===== src/rtl/pixel_fetch_pkg.sv =====
// Shared definitions for the framebuffer prefetcher: frame geometry defaults,
// pixel format with colour-field accessors, and the fetch FSM state encoding.
package pixel_fetch_pkg;

    localparam int H_ACTIVE_DEF = 640;
    localparam int V_ACTIVE_DEF = 480;
    localparam int PIX_W        = 12;

    typedef logic [PIX_W-1:0] pixel_t;

    typedef enum logic [1:0] {
        ST_FLUSH = 2'd0,
        ST_FETCH = 2'd1,
        ST_DONE  = 2'd2
    } state_t;

    function automatic logic [3:0] pix_red(input pixel_t p);
        return p[11:8];
    endfunction

    function automatic logic [3:0] pix_green(input pixel_t p);
        return p[7:4];
    endfunction

    function automatic logic [3:0] pix_blue(input pixel_t p);
        return p[3:0];
    endfunction

endpackage


===== src/rtl/pixel_fetch_fifo.sv =====
// Synchronous show-ahead FIFO; the head is registered and reads 0 when empty.
module pixel_fifo
    import pixel_fetch_pkg::*;
#(
    parameter int DEPTH = 16
) (
    input  logic                     clk,
    input  logic                     rst,
    input  logic                     flush,
    input  logic                     push,
    input  logic                     pop,
    input  logic [PIX_W-1:0]         din,
    output logic [PIX_W-1:0]         head,
    output logic [$clog2(DEPTH):0]   level
);
    localparam int AW = $clog2(DEPTH);
    localparam int LW = AW + 1;

    pixel_t         mem_r [DEPTH];
    logic [AW-1:0]  rd_ptr_r;
    logic [AW-1:0]  wr_ptr_r;
    logic [LW-1:0]  level_r;
    pixel_t         head_r;

    logic           pop_ok_s;
    logic           push_ok_s;
    logic [AW-1:0]  rd_next_s;
    logic [LW-1:0]  remain_s;
    pixel_t         head_next_s;

    // Accept a push when full only if the head leaves in the same cycle.
    always_comb begin
        pop_ok_s  = pop && (level_r != {LW{1'b0}});
        push_ok_s = push && ((level_r != LW'(DEPTH)) || pop_ok_s);
        rd_next_s = rd_ptr_r + AW'(pop_ok_s);
        remain_s  = level_r - LW'(pop_ok_s);
        if (flush) begin
            head_next_s = {PIX_W{1'b0}};
        end else if (remain_s != {LW{1'b0}}) begin
            head_next_s = mem_r[rd_next_s];
        end else if (push_ok_s) begin
            head_next_s = din;
        end else begin
            head_next_s = {PIX_W{1'b0}};
        end
    end

    // Storage array write port.
    always_ff @(posedge clk) begin
        if (push_ok_s && !flush) begin
            mem_r[wr_ptr_r] <= din;
        end
    end

    // Pointers, occupancy and registered head.
    always_ff @(posedge clk or posedge rst) begin
        if (rst) begin
            rd_ptr_r <= {AW{1'b0}};
            wr_ptr_r <= {AW{1'b0}};
            level_r  <= {LW{1'b0}};
            head_r   <= {PIX_W{1'b0}};
        end else if (flush) begin
            rd_ptr_r <= {AW{1'b0}};
            wr_ptr_r <= {AW{1'b0}};
            level_r  <= {LW{1'b0}};
            head_r   <= {PIX_W{1'b0}};
        end else begin
            rd_ptr_r <= rd_next_s;
            wr_ptr_r <= wr_ptr_r + AW'(push_ok_s);
            level_r  <= remain_s + LW'(push_ok_s);
            head_r   <= head_next_s;
        end
    end

    assign head  = head_r;
    assign level = level_r;

endmodule


===== src/rtl/pixel_fetch.sv =====
// Framebuffer read prefetcher: walks one frame of addresses over a single
// outstanding request port and feeds the colour stage from a show-ahead FIFO.
module pixel_fetch
    import pixel_fetch_pkg::*;
#(
    parameter int H_ACTIVE = H_ACTIVE_DEF,
    parameter int V_ACTIVE = V_ACTIVE_DEF,
    parameter int DEPTH    = 16,
    parameter int ADDR_W   = 19
) (
    input  logic                    clk,
    input  logic                    rst,
    input  logic                    h_active,
    input  logic                    v_active,
    output logic                    mem_req,
    output logic [ADDR_W-1:0]       mem_addr,
    input  logic                    mem_ack,
    input  logic [PIX_W-1:0]        mem_data,
    output logic [PIX_W-1:0]        current_pixel,
    output logic [$clog2(DEPTH):0]  fifo_level,
    output logic                    underrun
);
    localparam int LW    = $clog2(DEPTH) + 1;
    localparam int TOTAL = H_ACTIVE * V_ACTIVE;

    state_t             state_r;
    state_t             state_s;
    logic [ADDR_W-1:0]  addr_r;
    logic               v_d_r;
    logic               underrun_r;

    logic               frame_end_s;
    logic               flush_s;
    logic               ack_ok_s;
    logic               pop_s;

    assign frame_end_s = v_d_r && !v_active;
    assign pop_s       = h_active && v_active;

    // FSM state register.
    always_ff @(posedge clk or posedge rst) begin
        if (rst) begin
            state_r <= ST_FLUSH;
        end else begin
            state_r <= state_s;
        end
    end

    // FSM next state; frame end overrides everything.
    always_comb begin
        state_s = state_r;
        if (frame_end_s) begin
            state_s = ST_FLUSH;
        end else begin
            case (state_r)
                ST_FLUSH: state_s = ST_FETCH;
                ST_FETCH: begin
                    if (ack_ok_s && (addr_r == ADDR_W'(TOTAL - 1))) begin
                        state_s = ST_DONE;
                    end else begin
                        state_s = ST_FETCH;
                    end
                end
                ST_DONE:  state_s = ST_DONE;
                default:  state_s = ST_FLUSH;
            endcase
        end
    end

    // FSM outputs; an ack landing on the frame-end cycle is dropped.
    always_comb begin
        mem_req = 1'b0;
        case (state_r)
            ST_FETCH: mem_req = (fifo_level != LW'(DEPTH));
            ST_FLUSH: mem_req = 1'b0;
            ST_DONE:  mem_req = 1'b0;
            default:  mem_req = 1'b0;
        endcase
        flush_s  = frame_end_s || (state_r == ST_FLUSH);
        ack_ok_s = mem_ack && mem_req && !frame_end_s;
    end

    // Address counter, frame-end edge detector and sticky underrun flag.
    always_ff @(posedge clk or posedge rst) begin
        if (rst) begin
            addr_r     <= {ADDR_W{1'b0}};
            v_d_r      <= 1'b0;
            underrun_r <= 1'b0;
        end else begin
            v_d_r <= v_active;
            if (flush_s) begin
                addr_r <= {ADDR_W{1'b0}};
            end else if (ack_ok_s) begin
                addr_r <= addr_r + ADDR_W'(1);
            end else begin
                addr_r <= addr_r;
            end
            if (pop_s && (fifo_level == {LW{1'b0}})) begin
                underrun_r <= 1'b1;
            end else begin
                underrun_r <= underrun_r;
            end
        end
    end

    pixel_fifo #(
        .DEPTH (DEPTH)
    ) u_fifo (
        .clk   (clk),
        .rst   (rst),
        .flush (flush_s),
        .push  (ack_ok_s),
        .pop   (pop_s),
        .din   (mem_data),
        .head  (current_pixel),
        .level (fifo_level)
    );

    assign mem_addr = addr_r;
    assign underrun = underrun_r;

endmodule


===== config.mk =====
export PLATFORM = sky130hd
export DESIGN_NAME = pixel_fetch
export DESIGN_NICKNAME = d
export VERILOG_FILES = /design/src/rtl/pixel_fetch_pkg.sv /design/src/rtl/pixel_fetch_fifo.sv /design/src/rtl/pixel_fetch.sv
export SDC_FILE = /design/constraint.sdc
export NUM_CORES = 1
export LEC_CHECK = 0
export ABC_AREA = 1
export BUFFER_PORTS_ARGS = -buffer_cell sky130_fd_sc_hd__buf_2
export CORE_MARGIN = 10
export CORE_UTILIZATION = 40
export DETAILED_ROUTE_END_ITERATION = 7
export PLACE_DENSITY_LB_ADDON = 0.2
export SYNTH_ARGS = -nofsm -noshare
export SYNTH_HDL_FRONTEND = slang
export SYNTH_HIERARCHICAL = 1
export SYNTH_SLANG_ARGS = --single-unit

===== constraint.sdc =====
create_clock -name clk -period 2.4 [get_ports clk]
set_clock_uncertainty 0.15 [all_clocks]
set_input_delay 0.6 -clock clk [delete_from_list [all_inputs] [get_ports clk]]
set_output_delay 0.6 -clock clk [all_outputs]
set_load 0.005 [all_outputs]

==> impl_metrics.csv <==
group,metric,value,unit
run_status,status,"finished with violations",
run_status,violations,"setup timing",
logic_synthesis,synth_top_area_share,55.40,%
power_and_ir_drop,irDropWorstVdd,0.0007360,V
placed_design,place_ws,-0.2978,ns
logic_synthesis,syn_inst,983,
sta,tightest_slew,0.3902,ns
critical_path,rr_worst_depth,17,
sta,layout_setup_ws,-0.04462,ns
drt,wl_per_cell,17.90,um
power_and_ir_drop,power.density,1039,mW/mm^2
drt,drt_first_pass_iters,5,
floorplan,die-height,181.3,um
clock_tree,numCtsBuffers,26,
flow_run,maxCapViolCount,0,
layout,area_delta_synth_final,22.64,%
floorplan,die_w,181.3,um
placed_design,globalplace.congestion,0.8287,
worst_hold_path,hold_depth,2,
sta,rsz0062_at_grt,"yes",
sta,hold_viol,0,
logic_synthesis,synth-edff-count,192,
logic_synthesis,ys_seq_area_share,66.94,%
layout,fill_cells,2310,
global_routing,grt_usage,15.33,%
floorplan,io_pins,55,
drt,wl,26.11,mm
clock_tree,cts_root_buffer,"clkbuf_16",
logic_synthesis,yosysMostFrequentCell,"nand2_1",
global_routing,gr-total-overflow,0,
global_routing,first_global_vias,7172,
drt,via_per_inst,5.075,
layout,multiInputGateArea,0.003158,mm^2
clock_tree,clock_path_buffers,3,
clock_tree,clk_pin_slew,0.06,ns
drt,detail-route-antenna-nets,0,
clock_tree,cts_tree,"yes",
floorplan,core-area,0.02540,mm^2
logic_synthesis,synth_area_leaders,"edfxtp_1, dfrtp_1, nand2_1",
logic_synthesis,syn_area_per_cell,10.59,um^2
drt,vias,7405,
sta,setup_viol,5,
placed_design,hpwlAfterDp,17.05,mm
worst_hold_path,hp-class,"primary input to register",
sta,fin_crit_sh,101.9,%
floorplan,placementRows,58,
logic_synthesis,netlist_area,0.01041,mm^2
floorplan,start_util,40.98,%
layout,ff_latch_area,0.006968,mm^2
layout,final_layout_size_suffix_gt1_share,21.52,%
critical_path,crit_arrival,2.72,ns
logic_synthesis,syn-num-nets,1009,
logic_synthesis,ys_async_sr_fraction,20.00,%
sta,fmax,409.1,MHz
critical_path,crit_required,2.67,ns
logic_synthesis,netlist_top_cells_count,"nand2_1, edfxtp_1, nand3_1",
clock_tree,htree_levels,1,
layout,fin_util,50.25,%
logic_synthesis,ys_types,34,
drt,drt-initial-drc-count,596,
drt,drc_errors,0,
critical_path,critPathLaunchType,"register",
global_routing,grt_start_max_net_pins,51,
layout,fin_nets,1135,
sta,setup_tns,-0.08598,ns
logic_synthesis,yosysTopAreaCell,"edfxtp_1",
global_routing,grt_pass1_wl,40.67,mm
power_and_ir_drop,p_leak,0.005245,uW
logic_synthesis,ys_ff_latch,240,
floorplan,die_area,0.03287,mm^2
global_routing,antenna_found_initial,0,
placed_design,port_buffers,54,
sta,period_minus_slack,2.445,ns
layout,insertedDiodeCount,0,
clock_tree,clk_latency,0.54,ns
sta,final_max_slew_viol_count,0,
sta,slew_headroom,73.99,%
critical_path,worstSetupPathType,"register to register",
logic_synthesis,ys_warn_count,6,
critical_path,end_kind,"register",
clock_tree,cts_sinks,240,
critical_path,crit_fanout,7,
logic_synthesis,synthFlopType,"edfxtp_1",
==> through the flow <==
stage | cell area (um^2) | total power [uW] | hold WS, ns | std cells
floorplan | 10410 | 7478 | 0.3163 | 983
detailed placement | 11590 | 9107 | 0.3158 | 1405
global route | 12760 | 14040 | 0.1536 | 1459
global placement | 11590 | 9103 | 0.2999 | 1405
CTS | 12600 | 13150 | 0.1317 | 1457
finish | 12760 | 13270 | 0.1546 | 1459
==> final timing paths <==
kind / startpoint / to / slack (ns)
setup reg to reg: u_fifo/level[1] / u_fifo/head[4] / -0.04
hold reg to reg: underrun / underrun / 0.33
setup / recovery: u_fifo/level[1] / u_fifo/head[4] / -0.04
min in group asynchronous: rst / state_r[1] / 0.38
hold / removal: v_active / v_d_r / 0.15
max in group asynchronous: rst / mem_addr[16] / 1.21
==> logic make-up after synthesis <==
group           after synthesis  synth area share (%)
flops                       240                 66.94
compound gates               25                 1.407
buf+inv                     103                 4.941
fa+ha+maj                     9                 1.082
simple gates                601                 25.14
xor+xnor                      5                0.4930
==> power breakdown <==
| group | leakage [uW] | switching [uW] | total (uW) | internal [uW] |
|---|---|---|---|---|
| clock | 0.000410 | 1600 | 3910 | 2310 |
| sequential | 0.00237 | 128 | 4830 | 4700 |
| combinational | 0.00247 | 2790 | 4530 | 1740 |
==> placed cells by master (no fill, tap or decap), types with 9 or more instances in the layout <==
| cell type | count |
|---|---|
| buf_12 | 12 |
| buf_2 | 54 |
| buf_4 | 65 |
| clkbuf_16 | 27 |
| dfrtp_1 | 47 |
| edfxtp_1 | 192 |
| inv_1 | 55 |
| nand2_1 | 311 |
| nand3_1 | 158 |
| nand3_2 | 31 |
| nand4_1 | 10 |
| nor2_1 | 61 |
| o21ai_0 | 9 |
==> state kept, by name, indices dropped and copies added (netlist names) <==
register / cells
u_fifo/mem_r: 192
mem_addr: 19
u_fifo/head: 12
u_fifo/level: 5
u_fifo/rd_ptr_r: 4
u_fifo/wr_ptr_r: 4
state_r: 2
underrun: 1
v_d_r: 1
==> layer usage <==
metal	up-vias	wire, um	track usage (%)
li1	3594	-	-
met1	3565	11910	21.26
met2	207	12170	24.52
met3	39	1549	2.438
met4	0	487	3.905
met5	-	0	0
==> cell type report <==
type | count | area share (%)
clock inverter | 17 | 1.274
inverter | 60 | 1.853
clock buffer | 31 | 5.245
multi-input combinational | 640 | 24.74
sequential | 240 | 54.59
timing repair buffer | 141 | 9.058
tap | 330 | 3.235
==> timing repair <==
| action | CTS | global route |
|---|---|---|
| hold endpoints to repair | 29 | 0 |
| resized for setup | 28 | 31 |
| pin swaps | 8 | 19 |
| endpoints found under the setup margin | 13 | 14 |
| hold buffers | 1 | 0 |
| buffers inserted | 2 | 1 |
| cloned | 1 | 1 |
==> critical path, cell delays in order (launching register included) <==
cell,delay (ns)
dfrtp_1,0.41
nor2_4,0.13
nand3_2,0.07
o21ai_2,0.15
inv_2,0.07
ha_4,0.16
ha_4,0.15
inv_2,0.04
nand2_2,0.05
nand2_4,0.07
clkinvlp_4,0.23
buf_6,0.23
nand3_2,0.06
nand3_2,0.09
nand2_2,0.09
nand2_1,0.05
nand2_1,0.09
inv_1,0.04
Power figures use the tool's default switching activity.
